--- src/rtl/filtre_cozucu.sv ---
// Streaming decoder for the image filter: validates 5-bit filtered codes, recovers
// the 3-bit pure-image value plus saturation flag, and buffers results in a FWFT FIFO.
module filtre_cozucu #(
    parameter int unsigned DERINLIK = 4,
    parameter int unsigned SAYAC_W  = 8
) (
    input  logic               clk,
    input  logic               rst_n,
    input  logic               giris_gecerli,
    output logic               giris_hazir,
    input  logic [4:0]         filtrelenmis_resim,
    output logic               cikis_gecerli,
    input  logic               cikis_hazir,
    output logic [2:0]         saf_resim,
    output logic               doyma,
    output logic               hata_darbe,
    output logic [SAYAC_W-1:0] hata_sayisi,
    input  logic               sayac_temizle
);

    localparam int unsigned PTR_W   = (DERINLIK > 1) ? $clog2(DERINLIK) : 1;
    localparam int unsigned DOL_W   = PTR_W + 1;
    localparam int unsigned SAF_W   = 3;
    localparam int unsigned GIRDI_W = SAF_W + 1;

    logic [GIRDI_W-1:0] bellek [DERINLIK];
    logic [PTR_W-1:0]   yaz_ptr;
    logic [PTR_W-1:0]   oku_ptr;
    logic [DOL_W-1:0]   doluluk;

    logic               kod_yasal_c;
    logic [SAF_W-1:0]   kod_saf_c;
    logic               kod_doyma_c;
    logic               kabul_c;
    logic               yaz_c;
    logic               oku_c;
    logic               hata_c;

    // Legal output set of the forward filter; everything else is illegal.
    always_comb begin
        kod_yasal_c = 1'b0;
        kod_saf_c   = '0;
        kod_doyma_c = 1'b0;
        case (filtrelenmis_resim)
            5'd0: begin
                kod_yasal_c = 1'b1;
                kod_saf_c   = SAF_W'(0);
            end
            5'd2: begin
                kod_yasal_c = 1'b1;
                kod_saf_c   = SAF_W'(1);
            end
            5'd4: begin
                kod_yasal_c = 1'b1;
                kod_saf_c   = SAF_W'(2);
            end
            5'd6: begin
                kod_yasal_c = 1'b1;
                kod_saf_c   = SAF_W'(3);
            end
            // Sources 4..7 all collapse onto 17, so only the floor value survives.
            5'd17: begin
                kod_yasal_c = 1'b1;
                kod_saf_c   = SAF_W'(4);
                kod_doyma_c = 1'b1;
            end
            default: begin
                kod_yasal_c = 1'b0;
            end
        endcase
    end

    // Ready depends only on registered occupancy, never on the output side.
    assign giris_hazir   = (doluluk < DOL_W'(DERINLIK));
    assign cikis_gecerli = (doluluk != '0);
    assign kabul_c       = giris_gecerli && giris_hazir;
    assign yaz_c         = kabul_c && kod_yasal_c;
    assign hata_c        = kabul_c && !kod_yasal_c;
    assign oku_c         = cikis_gecerli && cikis_hazir;

    // Storage needs no reset: the head is masked whenever occupancy is zero.
    always_ff @(posedge clk) begin
        if (yaz_c) begin
            bellek[yaz_ptr] <= {kod_saf_c, kod_doyma_c};
        end
    end

    always_ff @(posedge clk or negedge rst_n) begin
        if (!rst_n) begin
            yaz_ptr <= '0;
            oku_ptr <= '0;
        end else begin
            if (yaz_c) begin
                yaz_ptr <= yaz_ptr + PTR_W'(1);
            end
            if (oku_c) begin
                oku_ptr <= oku_ptr + PTR_W'(1);
            end
        end
    end

    always_ff @(posedge clk or negedge rst_n) begin
        if (!rst_n) begin
            doluluk <= '0;
        end else begin
            case ({yaz_c, oku_c})
                2'b10:   doluluk <= doluluk + DOL_W'(1);
                2'b01:   doluluk <= doluluk - DOL_W'(1);
                default: doluluk <= doluluk;
            endcase
        end
    end

    // First-word fall-through head, forced to zero while empty.
    always_comb begin
        saf_resim = '0;
        doyma     = 1'b0;
        if (cikis_gecerli) begin
            {saf_resim, doyma} = bellek[oku_ptr];
        end
    end

    // Clear wins over a same-cycle increment; the pulse still fires.
    always_ff @(posedge clk or negedge rst_n) begin
        if (!rst_n) begin
            hata_darbe  <= 1'b0;
            hata_sayisi <= '0;
        end else begin
            hata_darbe <= hata_c;
            if (sayac_temizle) begin
                hata_sayisi <= '0;
            end else if (hata_c && (hata_sayisi != {SAYAC_W{1'b1}})) begin
                hata_sayisi <= hata_sayisi + SAYAC_W'(1);
            end
        end
    end

endmodule

--- config.mk ---
export PLATFORM = sky130hd
export DESIGN_NAME = filtre_cozucu
export DESIGN_NICKNAME = d
export VERILOG_FILES = /design/src/rtl/filtre_cozucu.sv
export SDC_FILE = /design/constraint.sdc
export NUM_CORES = 1
export LEC_CHECK = 0
export BUFFER_PORTS_ARGS = -buffer_cell sky130_fd_sc_hd__clkbuf_2
export CORE_ASPECT_RATIO = 1.4
export CORE_MARGIN = 4
export CORE_UTILIZATION = 50
export CTS_CLUSTER_SIZE = 10
export DETAILED_ROUTE_END_ITERATION = 12
export GPL_TIMING_DRIVEN = 0
export PLACE_DENSITY = 0.72
export SLEW_MARGIN = 20
export SYNTH_ARGS = -nofsm -noshare
export SYNTH_HDL_FRONTEND = slang
export SYNTH_SLANG_ARGS = --single-unit
--- constraint.sdc ---
create_clock -name clk -period 2.38 [get_ports clk]
set_input_delay 0 -clock clk [delete_from_list [all_inputs] [get_ports clk]]
set_output_delay 0 -clock clk [all_outputs]
set_load 0.005 [all_outputs]
Word level (Yosys, flattened, before mapping)

Memory sizes are Yosys's and may differ from the RTL's.
Index checks and enable logic that the tools add are counted.
W data, S select, Z words.

Bits in writable memories: 16
Flip-flop bits (word level): 16
Memories kept: 1
Output and inout port bits: 15
Input bits: 10

Order comparisons: 1
Reduce and logical (&&, ||, !) cells: 11
Mux-type cells: 10
Add/subtract/negate cells: 5
Eq/ne operators: 7

Memory list:

| name   | depth | width | rd ports | clocked after Yosys merged registers in | wr ports | line | source |
|---|---|---|---|---|---|---|---|
| bellek | 4     | 4     | 1        | 0                                       | 1        | 26   | `logic [GIRDI_W-1:0] bellek [DERINLIK];` |

Operators with widths:

| operator              | count |
|---|---|
| $mux W8               | 2 |
| $pmux W3 S4           | 1 |
| $eq A5 B3 Y1 const B  | 2 |
| $add A8 B1 Y8 const B | 1 |
| $ne A8 B8 Y1 const B  | 1 |
| $pmux W3 S2           | 1 |
| $eq A5 B2 Y1 const B  | 1 |
| $eq A5 B5 Y1 const B  | 1 |
| $logic_and A1 B1 Y1   | 5 |
| $logic_not A5 Y1      | 1 |
| $mux W1               | 5 |
| $reduce_or A5 Y1      | 1 |
| $add A2 B1 Y2 const B | 2 |
| $reduce_bool A2 Y1    | 2 |
| $add A3 B1 Y3 const B | 1 |
| $lt A3 B3 Y1 const B  | 1 |
| $mux W3               | 1 |
| $reduce_bool A3 Y1    | 1 |
| $sub A3 B1 Y3 const B | 1 |
| $eq A2 B1 Y1 const B  | 1 |
| $eq A2 B2 Y1 const B  | 1 |
| $logic_not A1 Y1      | 1 |

Longest topological paths before layout

Depth in word-level cells: 8
Gate-level depth with buffers: 10
Depth with buffers taken out: 10

Worst setup path after synthesis

No wires, ideal clock.

Path kind: reg2reg
Start: register doluluk[2]
End: register doluluk[1]
Data arrival time: 1907 ps
Stages on the path, launching flop included: 7
Data required time: 2297 ps
Setup slack: 390 ps
Clock period less this slack: 1990 ps
Library setup time: 83 ps
Path through: dfrtp_1 or3_2 and2_1 ha_1 inv_1 fa_1 o21ai_0

Elaborated cells between the ends (all ways): 9
Classes of those cells: 1 x order compare; 2 x eq/ne; 1 x mux; 5 x reduce/logical

RTL lines:

| element                                                  | line | source |
|---|---|---|
| start: declaration                                       | 29   | `logic [DOL_W-1:0] doluluk;` |
| start signal: assignment                                 | 107  | `2'b10: doluluk <= doluluk + DOL_W'(1);` |
| start signal: assignment                                 | 108  | `2'b01: doluluk <= doluluk - DOL_W'(1);` |
| start signal: assignment                                 | 109  | `default: doluluk <= doluluk;` |
| $reduce_bool A3 Y1 (*)                                   | 75   | `assign cikis_gecerli = (doluluk != '0);` |
| via cikis_gecerli                                        | 12   | `output logic cikis_gecerli,` |
| $logic_and A1 B1 Y1 (*)                                  | 79   | `assign oku_c = cikis_gecerli && cikis_hazir;` |
| via oku_c                                                | 36   | `logic oku_c;` |
| $eq A2 B1 Y1 / $eq A2 B2 Y1 (equally long branches)      | 106  | `case ({yaz_c, oku_c})` |
| $pmux W3 S2 / $reduce_bool A2 Y1 (equally long branches) | -    |  |

The timed path passes the listed nets; every way through them passes the cells marked *.
A chain may end at the register's enable or synchronous reset.

Worst setup path after layout

Start: register doluluk[2]
End: register doluluk[1]

Elaborated cells between the ends (all ways): 9
Classes of those cells: 1 x order compare; 2 x eq/ne; 1 x mux; 5 x reduce/logical

RTL lines:

| element                                                  | line |
|---|---|
| $reduce_bool A3 Y1 (*)                                   | 75 |
| $logic_and A1 B1 Y1 (*)                                  | 79 |
| via oku_c                                                | 36 |
| $eq A2 B1 Y1 / $eq A2 B2 Y1 (equally long branches)      | 106 |
| $pmux W3 S2 / $reduce_bool A2 Y1 (equally long branches) | - |

Marked as above.

==> metrics.yaml <==
sta:
  relSlewSlack_pct: 72.52
  tightest_slew_ns: 0.4122
  finalMaxSlewViolations: 0
  fmax_mhz: 460.6
  layout_worst_path_cycle_share_pct: 91.22
  tns_ns: 0
  fin_worst_skew_ns: 0.004385
  fin_crit_ns: 2.171
  rsz0062_at_grt: "no"
  setup_viol: 0
  hold_violations: 0
final_layout:
  fin_area_um2: 1873
  layout.nets: 172
  drive_above_1_share_pct: 29.49
  fin_util_pct: 60.56
  antenna_cells: 0
  nFillCells: 251
  multiInputGateArea_um2: 678.2
  area.growth.synth_to_final_pct: 16.41
  regArea_um2: 880.8
  final_cells: 195
power_and_ir_drop:
  powerDensity_nw_per_um2: 883.6
  p_leak_nw: 0.8022
  ir_drop_mv: 0.5418
detailed_routing:
  drtPass1Iterations: 4
  drt_first_iter_violations: 31
  ant_nets: 0
  drt-vias-per-instance: 5.405
  wl_um: 2799
  vias: 1054
  post_drt_wl_per_cell_um: 14.35
  route.detailed.drc: 0
clocking:
  cts_resized: 0
  clock_sinks: 32
  cts_tree: "yes"
  cts_buffer_depth: 2
  cts_made_buffers: 5
  post_cts_buffers: 0
  clk_latency_ns: 0.28
  cts_htree_levels: 2
  root_buffer: "clkbuf_8"
  cts_hold_buf: 2
  clkTransAtPathRegs_ns: 0.06
setup_path:
  endpoint_kind: "register"
  start_kind: "register"
  critPathMaxFanout: 6
  crit_type: "reg -> reg"
  arrival_ns: 2.36
  cp.required_ns: 2.57
place:
  post-dp-hpwl_um: 2214
  gp_congestion: 0.7871
  postPlaceCellArea_um2: 1773
  io_buffers: 23
  placed_cells: 185
yosys:
  syn_inst: 123
  seq_area_frac_synth_pct: 54.74
  ys_types: 37
  avgSynthCellArea_um2: 13.08
  yosysTopAreaCell: "edfxtp_1"
  syn-cell-area_um2: 1609
  syn_nets: 140
  ys_seq_elements: 32
  synth_top_area_share_pct: 29.86
  synthTopCellsByArea: "edfxtp_1, dfrtp_1, mux4_2"
  netlist_top_cells_count: "dfrtp_1, edfxtp_1, and2_1, inv_1, nor2_1"
  synth-async-reset-ratio_pct: 50.00
  ys_warn_count: 0
  synth_ff_type: "edfxtp_1"
  synth_edf_count: 16
floorplan:
  num_rows: 24
  io_pins: 25
  initial_utilization_pct: 52.02
  dieArea_um2: 4203
  fp.dieH_um: 75.12
  core_area_um2: 3093
  dieWidth_um: 55.95
global_routing:
  first_global_vias: 1044
  grt_pass1_wl_um: 4678
  gr-total-overflow: 0
  grt_max_degree: 17
  antenna_found_initial: 0
  grt_usage_pct: 15.12
hold_path:
  hold_class: "in -> reg"
job:
  maxCapViolations: 0
outcome:
  outcome: "finished clean"
path summary, 6_finish.rpt:
path	slack, ns	cells after the start	startpoint	end
setup / recovery	0.21	6	doluluk[2]	doluluk[1]
hold / removal	0.09	3	cikis_hazir	oku_ptr[0]
setup reg to reg	0.21	6	doluluk[2]	doluluk[1]
hold reg to reg	0.50	1	doluluk[0]	doluluk[0]
max in group asynchronous	1.90	2	rst_n	hata_sayisi[5]
min in group asynchronous	0.18	2	rst_n	doluluk[2]
report_power, final:
| group | internal, mW | total [mW] | leakage (nW) | switching (mW) |
|---|---|---|---|---|
| clock | 0.203 | 0.383 | 0.0399 | 0.180 |
| sequential | 0.663 | 0.745 | 0.353 | 0.0818 |
| combinational | 0.281 | 0.527 | 0.409 | 0.246 |
worst max-delay path, cell delays in order (launching register included):
cell     delay (ns)
dfrtp_1        0.44
or3_2          0.54
and2_1         0.22
ha_1           0.22
inv_1          0.08
fa_1           0.40
o21ai_0        0.18
per-stage QoR:
step,total power [mW],hold slack [ns],worst slack [ns]
final,1.655,0.09060,0.2090
after global routing,1.788,0.1001,0.1042
after CTS,1.684,0.09034,0.1772
after floorplan,1.121,-0.2956,0.3901
after global placement,1.266,-0.05528,0.2742
after detailed placement,1.294,-0.04678,0.2041
state kept, by name, summed over array words and instances (netlist names):
register / flops
hata_sayisi: 8
bellek: 16
doluluk: 3
yaz_ptr: 2
hata_darbe: 1
oku_ptr: 2
layer usage:
| layer | GRT usage (%) | part of all wire [%] | wire (um) |
|---|---|---|---|
| met1 | 14.45 | 36 | 1005 |
| met2 | 28.55 | 57 | 1597 |
| met3 | 4.974 | 4.4 | 123 |
| met4 | 8.707 | 2.6 | 73 |
| met5 | 0 | 0 | 0 |
cell families (layout without fill, tap and decap cells):
family | count (synthesis) | in the layout | share of synthesized area, %
simple gates | 46 | 46 | 18.66
flops | 32 | 32 | 54.74
compound gates | 13 | 13 | 5.987
buf+inv | 11 | 44 | 3.110
mux | 8 | 8 | 8.320
fa+ha+maj | 7 | 7 | 5.910
xor+xnor | 6 | 6 | 3.266
cell type report:
class                   instances  share of cell area (%)
flip-flops and latches         32                   47.03
multi-input cells              80                   36.21
repair buffers                 25                   7.214
clock buffers                   7                   4.075
well taps                      39                   2.605
inverters                       9                   1.804
plain buffers                   2                  0.8684
clock inverters                 1                  0.2004
placed cells by master, fill, tap and decap left out, drive strengths merged:
cell type | Yosys | final
a21oi | 4 | 4
a41oi | 2 | 2
nand4 | 1 | 1
dfrtp | 16 | 16
or4 | 2 | 2
a31oi | 1 | 1
o21ai | 3 | 3
nor2b | 3 | 3
clkbuf | 0 | 30
xnor2 | 4 | 4
dlygate4sd3 | 0 | 2
and4b | 1 | 1
or2 | 1 | 1
nor3 | 1 | 1
and3 | 7 | 7
nand2 | 5 | 5
mux2i | 1 | 1
mux2 | 3 | 3
o31ai | 2 | 2
clkinv | 0 | 1
and3b | 1 | 1
a211oi | 1 | 1
nor2 | 8 | 8
or3 | 2 | 2
fa | 1 | 1
ha | 6 | 6
and2 | 8 | 8
nor3b | 1 | 1
nand4bb | 1 | 1
mux4 | 4 | 4
edfxtp | 16 | 16
nand3 | 3 | 3
buf | 2 | 2
inv | 9 | 9
nor4bb | 1 | 1
xor2 | 2 | 2
(Power assumes the default switching activity.)
